File: config.mk
export PLATFORM = sky130hd
export DESIGN_NAME = kernel
export DESIGN_NICKNAME = d
export VERILOG_FILES = /design/src/rtl/kernel.sv
export SDC_FILE = /design/constraint.sdc
export NUM_CORES = 2
export LEC_CHECK = 0
export CAP_MARGIN = 20
export CORE_UTILIZATION = 56
export CTS_BUF_LIST = sky130_fd_sc_hd__clkbuf_8 sky130_fd_sc_hd__clkbuf_16
export DETAILED_ROUTE_END_ITERATION = 8
export GPL_TIMING_DRIVEN = 1
export MAX_ROUTING_LAYER = met4
export PLACE_DENSITY = 0.75
export RECOVER_POWER = 50
export REMOVE_ABC_BUFFERS = 1
export SYNTH_ARGS = -nofsm -noshare
export SYNTH_HDL_FRONTEND = slang
export SYNTH_SLANG_ARGS = --single-unit
File: constraint.sdc
create_clock -name clock -period 4.55 [get_ports clock]
set_clock_uncertainty 0.05 [all_clocks]
set_input_delay 0.455 -clock clock [delete_from_list [all_inputs] [get_ports clock]]
set_output_delay 0.455 -clock clock [all_outputs]
set_load 0.1 [all_outputs]
File: src/rtl/kernel.sv
// Streaming 3x3 convolution over an IMG_W x IMG_H raster frame.
// Nine weights are captured from the first nine pixels of each frame. Every
// fully populated window produces one scaled, saturated 8-bit result.
// Two pipeline stages sit between the sample edge and dout:
// the products, then the saturated sum.
module kernel #(
    parameter int IMG_W = 8,
    parameter int IMG_H = 8,
    parameter int SHIFT = 8
) (
    input  logic       clock,
    input  logic       reset,
    input  logic [7:0] inpixel,
    input  logic [7:0] weight_in,
    output logic [7:0] dout
);

    localparam int COL_W = $clog2(IMG_W);
    localparam int ROW_W = $clog2(IMG_H);
    localparam int IDX_W = $clog2(IMG_W * IMG_H);
    localparam int SUM_W = 20;

    logic [COL_W-1:0] r_col;
    logic [ROW_W-1:0] r_row;
    logic [IDX_W-1:0] w_idx;
    logic             w_win_ok;

    logic [7:0]       r_w    [9];
    logic [7:0]       r_lb1  [IMG_W];
    logic [7:0]       r_lb2  [IMG_W];
    // Window index = 3*row + col; row 0 is the oldest line, col 0 the oldest column.
    logic [7:0]       r_win  [9];
    logic             r_win_vld;

    logic [15:0]      r_prod [9];
    logic             r_prod_vld;

    logic [SUM_W-1:0] w_sum;
    logic [SUM_W-1:0] w_shifted;
    logic [7:0]       w_sat;

    // Position of the pixel being sampled this cycle within the frame.
    assign w_idx    = IDX_W'(r_row) * IDX_W'(IMG_W) + IDX_W'(r_col);
    // Windows whose left columns come from the previous row are discarded.
    assign w_win_ok = (r_row >= ROW_W'(2)) && (r_col >= COL_W'(2));

    // Raster counters: col wraps into row, row wraps at the end of the frame.
    always_ff @(posedge clock or negedge reset) begin
        if (!reset) begin
            r_col <= '0;
            r_row <= '0;
        end else if (r_col == COL_W'(IMG_W - 1)) begin
            r_col <= '0;
            if (r_row == ROW_W'(IMG_H - 1)) begin
                r_row <= '0;
            end else begin
                r_row <= r_row + ROW_W'(1);
            end
        end else begin
            r_col <= r_col + COL_W'(1);
        end
    end

    // Weight capture on frame cycles 0..8; the weights hold for the rest of the frame.
    always_ff @(posedge clock or negedge reset) begin
        if (!reset) begin
            for (int k = 0; k < 9; k++) r_w[k] <= '0;
        end else begin
            for (int k = 0; k < 9; k++) begin
                if (w_idx == IDX_W'(k)) r_w[k] <= weight_in;
            end
        end
    end

    // Line buffers delay by one and two rows; the window shifts in one column per pixel.
    always_ff @(posedge clock or negedge reset) begin
        if (!reset) begin
            for (int i = 0; i < IMG_W; i++) begin
                r_lb1[i] <= '0;
                r_lb2[i] <= '0;
            end
            for (int k = 0; k < 9; k++) r_win[k] <= '0;
            r_win_vld <= 1'b0;
        end else begin
            r_lb1[0] <= inpixel;
            r_lb2[0] <= r_lb1[IMG_W-1];
            for (int i = 1; i < IMG_W; i++) begin
                r_lb1[i] <= r_lb1[i-1];
                r_lb2[i] <= r_lb2[i-1];
            end
            for (int i = 0; i < 3; i++) begin
                r_win[3*i]   <= r_win[3*i+1];
                r_win[3*i+1] <= r_win[3*i+2];
            end
            r_win[2]  <= r_lb2[IMG_W-1];
            r_win[5]  <= r_lb1[IMG_W-1];
            r_win[8]  <= inpixel;
            r_win_vld <= w_win_ok;
        end
    end

    // Stage 1: register the nine products of the window that just completed.
    always_ff @(posedge clock or negedge reset) begin
        if (!reset) begin
            for (int k = 0; k < 9; k++) r_prod[k] <= '0;
            r_prod_vld <= 1'b0;
        end else begin
            for (int k = 0; k < 9; k++) r_prod[k] <= 16'(r_win[k]) * 16'(r_w[k]);
            r_prod_vld <= r_win_vld;
        end
    end

    // Adder tree, scale and saturate; 20 bits holds 9*255*255 without overflow.
    always_comb begin
        w_sum = '0;
        for (int k = 0; k < 9; k++) w_sum = w_sum + SUM_W'(r_prod[k]);
        w_shifted = w_sum >> SHIFT;
        w_sat     = (w_shifted > SUM_W'(255)) ? 8'hFF : w_shifted[7:0];
    end

    // Stage 2: dout updates only for valid windows and otherwise holds.
    always_ff @(posedge clock or negedge reset) begin
        if (!reset) begin
            dout <= '0;
        end else if (r_prod_vld) begin
            dout <= w_sat;
        end
    end

endmodule

==> run metrics <==
status finished clean; CP endpoint kind flip-flop; CP max-delay cell fa_1; post-synthesis cell count about 3000; nets just under 4000; min cycle time layout 4.44 ns; Sum Neg Setup Slack 0 ns; Post-Synthesis Mean Instance Area 11.0 um^2; FF-to-FF Start r_win[18]; Post-Route Utilization 63.6%; # DRC 0; Final Hold Viols 0; delay-heaviest family, CP adder cells; synthesized-area fraction occupied by adder cells about two fifths; Routed Antenna Nets 0; Compound-Gate Fraction of Synth Area 5.10%; Final Slew Violations 0; RSZ-0062 raised after global routing yes; Buffers & Inverters on Critical Path 3; area grow syn2layout 11.8%; grt ovf 0; Synth Area in Simple Gates 12.6%; worst-skew pair later-pin latency 0.59 ns; IO Port Bufs 25; RR Endpoint r_prod[47]; CTS tree yes; CTS H-tree lvls 2; Vias/cell approximately 5.4; Core ar. between 50000 and 60000 um^2; XOR/XNOR Fraction of Synth Area 2.56%; Synth top area share between 20% and 30%; MaxCap Viol Count 0; critical path class reg -> reg; cts bufs inserted 44; fraction of layout cells with a size suffix above 1 11.0%; mux cell area share after synthesis under 10%; Setup-failing EPs final 0; YS warnings 0; Post-synth ARST share 100%; largest family of logic cells by synthesized area adder cells; Synth Flop Type dfrtp_1; Synth area leader dfrtp_1; startpoint types flip-flop; drt pass-1 iters 7; Max clock buf depth 3; Die Wd roughly 240 um; Slew HR a little over a fifth; clk root buf clkbuf_16; WL final ~74 mm; Worst EP arrival just under 5 ns; die area roughly 58000 um^2; largest net degree at the start of global routing roughly 110; Iter 0 DRT Violations around 1100; R2R cell count 16; Post-DP Area ~34000 um^2; Hold Path Origin r_lb1[6]; worst min path class reg -> reg; Mapped Area roughly 32000 um^2; CP max stage delay ~0.51 ns; number of global-route vias before repair about 23000; crit-path cells nand2_1 > fa_1 > fa_1 > inv_1 > fa_1 > inv_1 > fa_1 > inv_1 > ha_1 > o21a_1 > o31a_1 > o211ai_2 > a21oi_2 > a2111oi_4 > a21oi_2 > xnor2_2; top cells by area, synth dfrtp_1, fa_1, ha_1; worst reg-to-reg setup slack approximately 0.11 ns; hold-critical path endpoint r_win[30]; Worst Hold Path Cells 0; worst-path maximum fanout 7; post-DP HPWL between 50 and 60 mm; first-pass GRT wire length 123 mm; cell area after layout around 36000 um^2; Clock Pin Slew Worst Setup and Hold Paths 0.07 ns; Fmax about 230 MHz; DR vias 20894; Final Cycle Share 97.5%; CP most frequent cell fa_1; number of synthesized flops with an enable pin 0; Die Y 242 um; Worst-Margin Slew between 1 and 1.5 ns; # IOs 26; sequential area share after synthesis 29.9%; std cell rows between 80 and 90; Crit path required time about 5.0 ns; WL/cell 19.0 um; FF+latch count, synth about 380; GP Congestion ~0.9; antenna violations before repair 3; overall global routing resource usage between 20% and 30%; Clock Sink Count roughly 380; initial core utilization a little under three fifths; Unique masters post-synth between 50 and 60
flip-flops by register name (all words and copies together), names as in the netlist:
signal and count:
r_prod_vld 1, dout 8, r_lb1 40, r_prod 144, r_win 72, r_lb2 40, r_w 72, r_col 3
r_row 3, r_win_vld 1
what timing repair did:
| action | CTS | global route |
|---|---|---|
| setup buffers | 0 | 14 |
| hold endpoints to repair | 102 | 0 |
| resized for setup | 1 | 57 |
| pin swaps | 0 | 13 |
| endpoints found under the setup margin | 1 | 35 |
| hold buffers | 1 | 0 |
worst reg2reg max path: cells and delay by family (launching register included):
family | cells | cell delay, ns
xor gates and xnor gates | 1 | 0.15
buffers and inverters | 3 | 0.15
adders and majority gates | 5 | 2.26
DFF | 1 | 0.48
and+or+nand+nor | 1 | 0.12
AOI/OAI and AO/OA | 6 | 1.09
layout make-up:
| class | instances | area (um^2) |
|---|---|---|
| Antenna cell | 2 | 5.00 |
| Clock buffer | 52 | 1220 |
| Clock inverter | 30 | 298 |
| Fill cell | 4393 | 20600 |
| Inverter | 563 | 2110 |
| Multi-Input combinational cell | 1962 | 20600 |
| Sequential cell | 384 | 9640 |
| Tap cell | 756 | 946 |
| Timing Repair Buffer | 153 | 1200 |
cell usage in the layout (no fill, tap or decap), types with 22 or more instances in the layout:
cell type / Yosys / final
a21oi_1: 79 / 75
fa_1: 433 / 433
dfrtp_2: 0 / 27
nand3_1: 24 / 23
o21ai_0: 24 / 22
and2_1: 334 / 334
dfrtp_1: 384 / 357
o21a_1: 29 / 29
mux2_2: 74 / 74
buf_4: 1 / 104
ha_1: 349 / 343
nand2_1: 291 / 291
inv_1: 563 / 566
nor2_1: 68 / 68
xnor2_1: 87 / 86
clkbuf_16: 0 / 45
per-stage QoR:
stage / setup WS [ns] / hold WS [ns] / cells
after global routing: -0.0904 / 0.294 / 3900
after CTS: 0.0139 / 0.233 / 3886
after detailed placement: 0.0223 / 0.285 / 3803
after floorplan: 0.348 / 0.109 / 2909
final: 0.113 / 0.290 / 3902
after global placement: 0.0801 / 0.281 / 3802
metal layers:
layer	track usage, %	vias up	part of all wire [%]
met5	-	-	0
met4	8.36	0	3.3
met3	3.05	152	4.8
met2	46.4	495	50
met1	35.6	10766	42
li1	-	9481	-
worst max-delay path by stage:
stage	start	to	slack (ns)	cells after the start
global placement	r_prod[104]	dout[4]	0.08	14
detailed placement	r_win[45]	r_prod[94]	0.02	15
global route	r_win[16]	r_prod[47]	-0.09	18
floorplan	r_w[26]	r_prod[63]	0.35	15
CTS	r_win[45]	r_prod[94]	0.01	15
finish	r_win[18]	r_prod[47]	0.11	16
kinds of logic (layout without fill, tap and decap cells):
group,Yosys count,count (layout)
DFF,384,384
other,0,2
xor gates and xnor gates,94,94
buffers and inverters,586,798
adders and majority gates,782,782
AOI/OAI and AO/OA,219,219
and+or+nand+nor,793,793
muxes,74,74
synth_stat cells (all sizes together) (2+ instances only):
master,count
a31oi,6
nand2,291
o31a,8
a21oi,84
xnor2,87
o41ai,5
o22a,7
o211ai,9
dfrtp,384
nand2b,5
or3,6
o21a,29
clkbuf,21
inv,563
and3,16
xor2,7
nor3,11
mux2,74
o21ba,2
o21bai,2
o311a,2
a21o,5
nor2,68
nor2b,21
and2,334
or2,5
or4,3
o22ai,3
o21ai,35
a211oi,3
fa,433
a41o,3
buf,2
ha,349
a2111oi,10
nor4,6
o311ai,2
nand3,24
Power is not shown: default switching activity piles up to over one toggle a cycle in this logic, so the estimate is an artifact.
